## config.mk

```make
export PLATFORM = sky130hd
export DESIGN_NAME = serial_paral_rx_cond
export DESIGN_NICKNAME = d
export VERILOG_FILES = /design/src/rtl/serial_paral_rx_cond.sv
export SDC_FILE = /design/constraint.sdc
export NUM_CORES = 1
export LEC_CHECK = 0
export CAP_MARGIN = 10
export CORE_ASPECT_RATIO = 1.5
export CORE_MARGIN = 1.5
export CORE_UTILIZATION = 30
export CTS_CLUSTER_DIAMETER = 40
export DETAILED_ROUTE_END_ITERATION = 16
export PLACE_DENSITY_LB_ADDON = 0.25
export SYNTH_ARGS = -nofsm -noshare
export SYNTH_HDL_FRONTEND = slang
export SYNTH_SLANG_ARGS = --single-unit
```

## constraint.sdc

```tcl
create_clock -name clk_8f -period 1.8 [get_ports clk_8f]
set_input_delay 0.18 -clock clk_8f [delete_from_list [all_inputs] [get_ports clk_8f]]
set_output_delay 0.18 -clock clk_8f [all_outputs]
set_load 0.03 [all_outputs]
```

## src/rtl/serial_paral_rx_cond.sv

```systemverilog
// Serial-to-parallel receiver with comma-based byte alignment and lock detection.
// Optional build macro RX_BYTE_COUNT_EN adds a saturating rx_byte_count output.
module serial_paral_rx_cond #(
  parameter logic [7:0] COMMA        = 8'hBC,
  parameter int         BC_THRESHOLD = 4
) (
  input  logic       clk_8f,
  input  logic       reset,
  input  logic       serial_in,
  output logic [7:0] data_out,
  output logic       valid_out,
  output logic       active
`ifdef RX_BYTE_COUNT_EN
  ,
  output logic [7:0] rx_byte_count
`endif
);

  // state    | meaning
  // SEARCH   | hunting for COMMA at every bit offset
  // LOCKING  | byte-aligned, counting consecutive COMMAs
  // ACTIVE   | locked, reporting non-COMMA bytes until reset
  typedef enum logic [1:0] {SEARCH, LOCKING, ACTIVE} state_t;

  localparam int BCW = (BC_THRESHOLD < 2) ? 1 : $clog2(BC_THRESHOLD + 1);
  localparam logic [BCW-1:0] BC_MAX = BCW'(BC_THRESHOLD);

  state_t         state;
  // Only the seven youngest bits of the 8-bit window feed the next candidate.
  logic [6:0]     sr;
  logic [2:0]     cnt;
  logic [BCW-1:0] bc_count;
  logic [7:0]     cand;
  logic           boundary;

  assign cand     = {sr, serial_in};
  assign boundary = (cnt == 3'd7);

  always_ff @(posedge clk_8f) begin
    if (reset) begin
      state     <= SEARCH;
      sr        <= '0;
      cnt       <= '0;
      bc_count  <= '0;
      data_out  <= 8'h00;
      valid_out <= 1'b0;
      active    <= 1'b0;
`ifdef RX_BYTE_COUNT_EN
      rx_byte_count <= 8'h00;
`endif
    end else begin
      sr        <= cand[6:0];
      valid_out <= 1'b0;
      case (state)
        SEARCH: begin
          if (cand == COMMA) begin
            cnt      <= 3'd0;
            bc_count <= BCW'(1);
            if (BC_THRESHOLD <= 1) begin
              state  <= ACTIVE;
              active <= 1'b1;
            end else begin
              state  <= LOCKING;
            end
          end
        end
        LOCKING: begin
          cnt <= cnt + 3'd1;
          if (boundary) begin
            if (cand == COMMA) begin
              if (bc_count >= BC_MAX - 1'b1) begin
                bc_count <= BC_MAX;
                state    <= ACTIVE;
                active   <= 1'b1;
              end else begin
                bc_count <= bc_count + 1'b1;
              end
            end else begin
              // The failing byte is consumed here, not re-scanned for COMMA.
              state    <= SEARCH;
              bc_count <= '0;
              cnt      <= 3'd0;
            end
          end
        end
        ACTIVE: begin
          cnt <= cnt + 3'd1;
          if (boundary && cand != COMMA) begin
            data_out  <= cand;
            valid_out <= 1'b1;
`ifdef RX_BYTE_COUNT_EN
            if (rx_byte_count != 8'hFF) rx_byte_count <= rx_byte_count + 8'd1;
`endif
          end
        end
        default: begin
          state  <= SEARCH;
          active <= 1'b0;
        end
      endcase
    end
  end

endmodule

```

==> flow_metrics.py, run 1 <==
metrics = {
    "run_status": {
        "status": "finished clean",
    },
    "run": {
        "max_cap_viol_count": 0,
    },
    "critical_path": {
        "crit_type": "reg2reg",
        "critPathCaptureType": "register",
        "critPathMaxFanout": 4,
        "start_kind": "register",
        "cp.required_ns": 2.01,
        "cp.arrival_ns": 1.83,
    },
    "floorplan": {
        "die_h_um": 78.8,
        "io_pins": 13,
        "start_util_pct": 31.2,
        "dieWidth_um": 53.5,
        "die_area_um2": 4220,
        "fp.coreArea_um2": 3680,
        "rows": 27,
    },
    "routing": {
        "vias_per_cell": 4.92,
        "vias": 905,
        "drt_wl_total_um": 2220,
        "routedWlPerCell_um": 12.0,
        "route.detailed.drc": 0,
        "drt_iter0_drc": 17,
        "drtAntennaViolNets": 0,
        "drtPass1Iterations": 4,
    },
    "synth": {
        "seq_area_frac_synth_pct": 43.6,
        "syn-num-nets": 133,
        "syn_area_um2": 1150,
        "ys_ff_latch": 25,
        "ys_types": 31,
        "netlist_instances": 122,
        "avgSynthCellArea_um2": 9.41,
        "yosysWarnings": 0,
    },
    "sta": {
        "finalCriticalPeriod_ns": 1.63,
        "timing.fmax_mhz": 614,
        "setup_viol": 0,
        "maxSlewHeadroom_pct": 71.2,
        "setup-tns-final_ns": 0,
        "finalHoldViolCount": 0,
        "drv_slew": 0,
        "tightest_slew_ns": 0.431,
        "rsz0062_at_grt": "no",
        "fin_skew_ns": 0.00468,
        "min_period_over_period_pct": 90.4,
    },
    "final_layout": {
        "final_common_cell": "dfxtp_1",
        "fillers": 373,
        "area_growth_syn_to_layout_pct": 23.5,
        "layout-drive-gt1-share_pct": 10.6,
        "final_cell_mix": "dfxtp_1 (25), nor2_1 (13), clkdlybuf4s50_1 (12), mux2i_1 (9)",
        "final_nets": 153,
        "antenna_cells": 0,
    },
    "global_routing": {
        "antenna_found_initial": 0,
        "grt_pass1_vias": 955,
        "grt-ovfl-total": 0,
        "grt_max_degree": 16,
        "grt_usage_pct": 12.5,
        "grt_pass1_wl_um": 3940,
    },
    "clock_network": {
        "cts_tree": "built",
        "clk_pin_slew_ns": 0.08,
        "cts_buffers": 3,
        "cts_root_buffer": "clkbuf_8",
        "cts.sinks": 25,
        "insertion_delay_ns": 0.27,
        "cts-htree-levels": 1,
        "ctsLongestPathBuffers": 2,
        "cts-hold-fix-buffers": 0,
    },
    "placed_design": {
        "place_hpwl_um": 1730,
        "gp_congestion": 0.870,
        "io_buffers": 12,
    },
    "power_and_ir_drop": {
        "finalPower_uw": 924,
        "p_leak_nw": 0.516,
        "ir_worst_vdd_v": 0.000437,
        "p_per_area_nw_per_um2": 651,
    },
    "worst_hold_path": {
        "hold_class": "reg2reg",
    },
}
## kinds of logic after synthesis
family	share of synthesized area, %
multiplexers	7.84
AO/OA/AOI/OAI	14.7
adder cells (fa/ha/maj)	8.71
buffers and inverters	3.38
flip-flops	43.6
AND/OR/NAND/NOR	21.8
## worst paths after layout
path,from,to,slack [ns],depth (start not counted)
hold reg to reg,sr[2]$_SDFF_PP0_,sr[3]$_SDFF_PP0_,0.48,1
setup / recovery,bc_count[1]$_SDFFE_PP0P_,bc_count[1]$_SDFFE_PP0P_,0.17,6
setup reg to reg,bc_count[1]$_SDFFE_PP0P_,bc_count[1]$_SDFFE_PP0P_,0.17,6
hold / removal,sr[2]$_SDFF_PP0_,sr[3]$_SDFF_PP0_,0.48,1
## synth_stat cells
cell        n  share of area (%)
dfxtp_1    25                 44
nor2_1     13                4.2
mux2i_1     9                7.8
ha_1        8                8.7
nor2b_1     8                4.4
nand2_1     7                2.3
a21oi_1     6                2.6
inv_1       5                1.6
nor3_1      5                2.2
clkbuf_1    4                1.3
o21ai_0     4                1.7
a31oi_1     3                1.6
nand2b_1    3                1.6
a211oi_1    2                1.3
nand3_1     2               0.87
o2bb2ai_1   2                1.5
o32ai_1     2                1.5
a211o_1     1               0.76
a21oi_2     1               0.76
and2_0      1               0.55
and4_1      1               0.76
buf_2       1               0.44
nand2_2     1               0.55
nand4_1     1               0.55
nand4b_1    1               0.76
nand4bb_1   1               0.98
nor4b_4     1                2.1
o211a_1     1               0.87
o21bai_1    1               0.65
o22a_1      1               0.76
o22ai_1     1               0.55
## power breakdown
group          switching, mW  total [mW]  internal, mW
clock network          0.179       0.336         0.157
registers            0.00301       0.559         0.556
logic                 0.0138      0.0282        0.0144
## registers in the layout, indices dropped and copies added, names as in the netlist
signal / count
state: 2
cnt: 3
bc_count: 3
valid_out: 1
sr: 7
active: 1
data_out: 8
## metrics by stage
stage / instance area (µm²) / std cells / hold slack, ns / worst slack (ns) / util (%)
after floorplan: 1150 / 122 / 0.308 / 0.226 / -
after global placement: 1360 / 180 / 0.471 / 0.0598 / 37.0
after detailed placement: 1360 / 180 / 0.470 / 0.00526 / 37.0
after CTS: 1410 / 184 / 0.482 / 0.0723 / 38.3
after global routing: 1420 / 184 / 0.511 / 0.0364 / 38.5
final: 1420 / 184 / 0.478 / 0.172 / 38.5
## metal layers
layer	track usage [%]	wire (µm)
met1	13.4	889
met2	21.9	1210
met3	1.88	62
met4	7.44	53
met5	0	0
## worst max-delay path, cell delays in order, from the launching register on
cell and delay, ns:
dfxtp_1 0.35, ha_1 0.19, ha_1 0.20, a211oi_1 0.38, nand4b_1 0.18, o22ai_1 0.15
o2bb2ai_1 0.12
## layout make-up
type	instances	area (µm²)	share of cell area [%]
repair buffers	20	180	12.7
clock buffers	3	41.3	2.91
inverters	5	18.8	1.32
well taps	43	53.8	3.79
flip-flops and latches	25	500	35.3
multi-input cells	87	617	43.5
clock inverters	1	7.51	0.529
## repair_timing
| action | CTS | global route |
|---|---|---|
| resized for setup | 0 | 1 |
| setup buffers | 0 | 0 |
| hold endpoints to repair | 0 | 0 |
| endpoints found under the setup margin | 0 | 6 |
(Power assumes the default switching activity.)
==> inputs of run 2 (changes only) <==
Settings changed: PLACE_DENSITY_LB_ADDON 0.25 to 0.2, REMOVE_ABC_BUFFERS from default to 1.
==> run 2 against run 1 <==
Compared with the run above: global-route usage barely moved; die area did not move; flip-flop and latch count did not move; register-to-register slack got worse by 0.03 ns; largest power group unchanged; total power rose by 0.65%; sequential power barely moved; clock power rose by 2%; critical path type unchanged; fmax fell by 1.8%.
==> flow_metrics.py, run 2 (same netlist as run 1, synthesis figures left out) <==
metrics = {
    "final_layout": {
        "stdcell_area_um2": 1430,
        "fin_cells": 185,
        "area_growth_syn_to_layout_pct": 24.6,
        "top_register": "data_out",
        "layout-drive-gt1-share_pct": 12.0,
        "final_nets": 154,
        "antenna_cells": 0,
        "largest_register_ffs": 8,
        "final_common_cell": "dfxtp_1",
        "fillers": 379,
        "top_regs": "data_out (8), sr (7)",
        "final_cell_mix": "dfxtp_1 (25), nor2_1 (13), clkdlybuf4s50_1 (12), mux2i_1 (9), buf_4 (9)",
    },
    "critical_path": {
        "r2r_slack_ns": 0.14,
        "critPathMaxFanout": 6,
        "crit_type": "reg2reg",
        "start_kind": "register",
        "critPathCaptureType": "register",
        "cp.required_ns": 2.00,
        "cp.arrival_ns": 1.86,
    },
    "sta": {
        "rsz0062_at_grt": "no",
        "finalCriticalPeriod_ns": 1.66,
        "fin_skew_ns": 0.00214,
        "tightest_slew_ns": 0.357,
        "holdWs_ns": 0.489,
        "setup-tns-final_ns": 0,
        "drv_slew": 0,
        "timing.fmax_mhz": 603,
        "min_period_over_period_pct": 92.1,
        "maxSlewHeadroom_pct": 76.0,
        "setup_viol": 0,
        "finalHoldViolCount": 0,
    },
    "clock_network": {
        "insertion_delay_ns": 0.26,
        "cts_tree": "built",
        "cts_buffers": 3,
        "cts.sinks": 25,
        "clk_pin_slew_ns": 0.09,
        "cts-htree-levels": 1,
        "ctsLongestPathBuffers": 2,
        "cts_root_buffer": "clkbuf_8",
    },
    "routing": {
        "routedWlPerCell_um": 13.0,
        "vias_per_cell": 4.92,
        "vias": 910,
        "drtAntennaViolNets": 0,
        "drtPass1Iterations": 4,
        "route.detailed.drc": 0,
        "drt_iter0_drc": 6,
        "drt_wl_total_um": 2400,
    },
    "global_routing": {
        "grt_max_degree": 16,
        "grt_pass1_vias": 952,
        "grt_use_met2_pct": 22.1,
        "grt_pass1_wl_um": 4000,
        "grtUsageMet1_pct": 14.3,
        "gr-usage-met3_pct": 2.07,
        "grt_busiest_layer": "met2",
        "grt_usage_pct": 12.4,
        "grt-ovfl-total": 0,
        "antenna_found_initial": 0,
    },
    "worst_hold_path": {
        "hold_class": "reg2reg",
    },
    "power_and_ir_drop": {
        "p_per_area_nw_per_um2": 649,
        "ir_worst_vdd_v": 0.000441,
        "p_leak_nw": 0.521,
        "finalPower_uw": 929,
    },
    "placed_design": {
        "place_hpwl_um": 1820,
        "io_buffers": 12,
        "placedInstanceArea_um2": 1370,
        "dpl.cell_count": 181,
        "gp_congestion": 0.768,
    },
    "floorplan": {
        "die_area_um2": 4220,
        "dieWidth_um": 53.5,
        "rows": 27,
        "fp.coreArea_um2": 3680,
        "io_pins": 13,
        "start_util_pct": 31.2,
        "die_h_um": 78.8,
    },
    "run_status": {
        "status": "finished clean",
    },
    "run": {
        "max_cap_viol_count": 0,
    },
}
==> run 2: cell count changes in the layout (fill, tap and decap cells not counted) <==
cell / before / now
a211oi_1: 2 / 1
buf_4: 8 / 9
a211oi_2: 0 / 1
==> run 2: layout make-up <==
cell class	count	area, µm²	area share (%)
Inverter	5	18.8	1.31
Tap cell	43	53.8	3.76
Clock inverter	1	7.51	0.524
Sequential cell	25	500	35.0
Timing Repair Buffer	21	188	13.1
Multi-Input combinational cell	87	622	43.4
Clock buffer	3	41.3	2.88
==> run 2: critical path, stage by stage, from the launching register on <==
cell       delay (ns)
dfxtp_1          0.39
ha_1             0.23
ha_1             0.22
a211oi_2         0.30
nand2_1          0.11
o21ai_0          0.21
o2bb2ai_1        0.14
==> run 2: power by group <==
part	total (mW)	internal (mW)	leakage (nW)	switching, mW
combinational	0.0288	0.0143	0.298	0.0145
sequential	0.559	0.556	0.202	0.00300
clock	0.342	0.157	0.0217	0.185
total	0.929	0.727	0.521	0.202
==> run 2: timing repair <==
item,CTS,global route
setup buffers,0,0
resized for setup,0,2
endpoints found under the setup margin,0,7
hold endpoints to repair,0,0
hold buffers,0,0
==> run 2: per-stage QoR <==
| stage | utilization, % | worst slack (ns) |
|---|---|---|
| 4_1_cts | 38.5 | 0.0730 |
| 3_5_place_dp | 37.2 | -0.00123 |
| 6_report | 38.9 | 0.142 |
| 3_3_place_gp | 37.2 | 0.0513 |
| 5_1_grt | 38.9 | 0.0278 |
| 2_1_floorplan | - | 0.239 |
==> run 2: path summary, 6_finish.rpt <==
| kind | from | to | cells past startpoint |
|---|---|---|---|
| worst max-delay path | bc_count[0]$_SDFFE_PP0P_ | state[0]$_SDFFE_PP0P_ | 6 |
| worst min-delay path | sr[4]$_SDFF_PP0_ | sr[5]$_SDFF_PP0_ | 1 |
| worst max register to register | bc_count[0]$_SDFFE_PP0P_ | state[0]$_SDFFE_PP0P_ | 6 |
| worst min register to register | sr[4]$_SDFF_PP0_ | sr[5]$_SDFF_PP0_ | 1 |
==> run 2: per-layer routing <==
layer / vias up / wire length, µm
met5: - / 0
met3: 2 / 51
met4: 0 / 18
met1: 432 / 1070
met2: 8 / 1260
li1: 468 / -
==> inputs of run 3 (changes only) <==
Settings changed: CORE_MARGIN 1.5 to default.
==> run 3 against run 2 <==
Compared with the run above: core utilization unchanged; final cell count down 0.54%; global-route usage down 0.12 points; register-to-register slack worse by 0.05 ns; sequential share of layout area unchanged; worst setup slack worse by 0.047 ns; clock skew up 0.0016 ns; combinational power down 2%; via count up 0.44%; fmax down 2.8%; cell area unchanged; critical path depth unchanged.
==> flow_metrics.py, run 3 (same netlist as run 1, synthesis figures left out) <==
metrics = {
    "run_status": {
        "status": "finished clean",
    },
    "worst_hold_path": {
        "hold_path_depth": 1,
        "hold_class": "reg2reg",
    },
    "final_layout": {
        "final_nets": 153,
        "top_regs": "data_out (8), sr (7)",
        "layout-drive-gt1-share_pct": 10.6,
        "final_cell_mix": "dfxtp_1 (25), nor2_1 (13), clkdlybuf4s50_1 (12), mux2i_1 (9)",
        "antenna_cells": 0,
        "final_common_cell": "dfxtp_1",
        "top_register": "data_out",
        "area_growth_syn_to_layout_pct": 24.6,
        "largest_register_ffs": 8,
        "fillers": 378,
    },
    "sta": {
        "setup_viol": 0,
        "tightest_slew_ns": 0.437,
        "timing.fmax_mhz": 586,
        "fin_skew_ns": 0.00371,
        "setup-tns-final_ns": 0,
        "finalHoldViolCount": 0,
        "rsz0062_at_grt": "no",
        "finalCriticalPeriod_ns": 1.71,
        "maxSlewHeadroom_pct": 70.7,
        "drv_slew": 0,
        "min_period_over_period_pct": 94.7,
    },
    "clock_network": {
        "postCtsSetupBuffers": 0,
        "clk_pin_slew_ns": 0.09,
        "insertion_delay_ns": 0.27,
        "cts_root_buffer": "clkbuf_8",
        "cts_tree": "built",
        "cts-htree-levels": 1,
        "cts-hold-fix-buffers": 0,
        "ctsLongestPathBuffers": 2,
        "cts_buffers": 3,
        "cts_resized": 0,
        "cts.sinks": 25,
    },
    "placed_design": {
        "io_buffers": 12,
        "gp_congestion": 0.801,
        "place_hpwl_um": 1700,
    },
    "floorplan": {
        "fp.coreArea_um2": 3680,
        "start_util_pct": 31.2,
        "io_pins": 13,
        "rows": 27,
        "die_area_um2": 4090,
        "dieWidth_um": 52.5,
        "die_h_um": 77.8,
    },
    "critical_path": {
        "cp.required_ns": 2.01,
        "cp.arrival_ns": 1.91,
        "critPathMaxFanout": 4,
        "crit_type": "reg2reg",
        "start_kind": "register",
        "critPathCaptureType": "register",
        "r2r.worst_path.cells": 6,
    },
    "routing": {
        "route.detailed.drc": 0,
        "vias": 914,
        "routedWlPerCell_um": 12.4,
        "drtAntennaViolNets": 0,
        "vias_per_cell": 4.97,
        "drt_wl_total_um": 2270,
        "drt_iter0_drc": 32,
        "drtPass1Iterations": 5,
    },
    "power_and_ir_drop": {
        "finalPower_uw": 933,
        "pwr-share-seq_pct": 60.0,
        "p_leak_nw": 0.521,
        "p_per_area_nw_per_um2": 652,
        "p_int_uw": 727,
        "p_switching_uw": 205,
        "p_comb_share_pct": 3.0,
        "p_clk_share_pct": 37.0,
        "swShare_pct": 22.0,
        "ir_worst_vdd_v": 0.000392,
    },
    "run": {
        "max_cap_viol_count": 0,
    },
    "global_routing": {
        "grt_max_degree": 30,
        "grt-ovfl-total": 0,
        "grt_pass1_wl_um": 3870,
        "grt_pass1_vias": 936,
        "antenna_found_initial": 0,
        "grt_usage_pct": 12.3,
    },
}
run 3: cell count changes in the layout (fill, tap and decap cells not counted), sizes merged:
cell  delta
buf      -1
run 3: path summary, 6_finish.rpt:
| kind | from | to | slack [ns] |
|---|---|---|---|
| setup / recovery | bc_count[1]$_SDFFE_PP0P_ | bc_count[1]$_SDFFE_PP0P_ | 0.09 |
| hold / removal | sr[4]$_SDFF_PP0_ | sr[5]$_SDFF_PP0_ | 0.49 |
| setup reg to reg | bc_count[1]$_SDFFE_PP0P_ | bc_count[1]$_SDFFE_PP0P_ | 0.09 |
| hold reg to reg | sr[4]$_SDFF_PP0_ | sr[5]$_SDFF_PP0_ | 0.49 |
run 3: power groups by stage:
| stage | Combinational, mW | Clock (mW) | Sequential (mW) |
|---|---|---|---|
| 3_3_place_gp | 0.0281 | 0 | 0.572 |
| 3_5_place_dp | 0.0283 | 0 | 0.572 |
| 4_1_cts | 0.0283 | 0.361 | 0.559 |
| 5_1_grt | 0.0307 | 0.385 | 0.560 |
| 2_1_floorplan | 0.00844 | 0 | 0.571 |
| 6_report | 0.0281 | 0.345 | 0.559 |
run 3: area by class of cell:
class	instances	area [µm²]	share of cell area (%)
Multi-Input combinational cell	87	617	43.1
Timing Repair Buffer	20	193	13.5
Clock buffer	3	41.3	2.88
Clock inverter	1	7.51	0.524
Sequential cell	25	500	35.0
Inverter	5	18.8	1.31
Tap cell	43	53.8	3.76
run 3: through the flow:
stage | instances | cell area (µm²) | util, % | setup WS [ns] | hold slack [ns]
floorplan | 117 | 1130 | - | 0.239 | 0.249
CTS | 184 | 1420 | 38.7 | 0.0428 | 0.486
finish | 184 | 1430 | 38.9 | 0.0947 | 0.485
global route | 184 | 1430 | 38.9 | 0.0388 | 0.498
detailed placement | 180 | 1380 | 37.3 | 0.0162 | 0.472
global placement | 180 | 1380 | 37.3 | 0.0664 | 0.464
run 3: metal layers:
| layer | wire length (µm) | part of all wire, % | global-route usage [%] | vias to the layer above |
|---|---|---|---|---|
| li1 | - | - | - | 471 |
| met1 | 1050 | 46 | 14.9 | 428 |
| met2 | 1160 | 51 | 21.5 | 13 |
| met3 | 45 | 2.0 | 1.76 | 2 |
| met4 | 18 | 0.79 | 3.95 | 0 |
| met5 | 0 | 0 | 0 | - |
run 3: critical path, stage by stage, from the launching register on:
cell,delay [ns]
dfxtp_1,0.36
ha_1,0.20
ha_1,0.21
a211oi_1,0.41
nand4b_1,0.19
o22ai_1,0.16
o2bb2ai_1,0.12
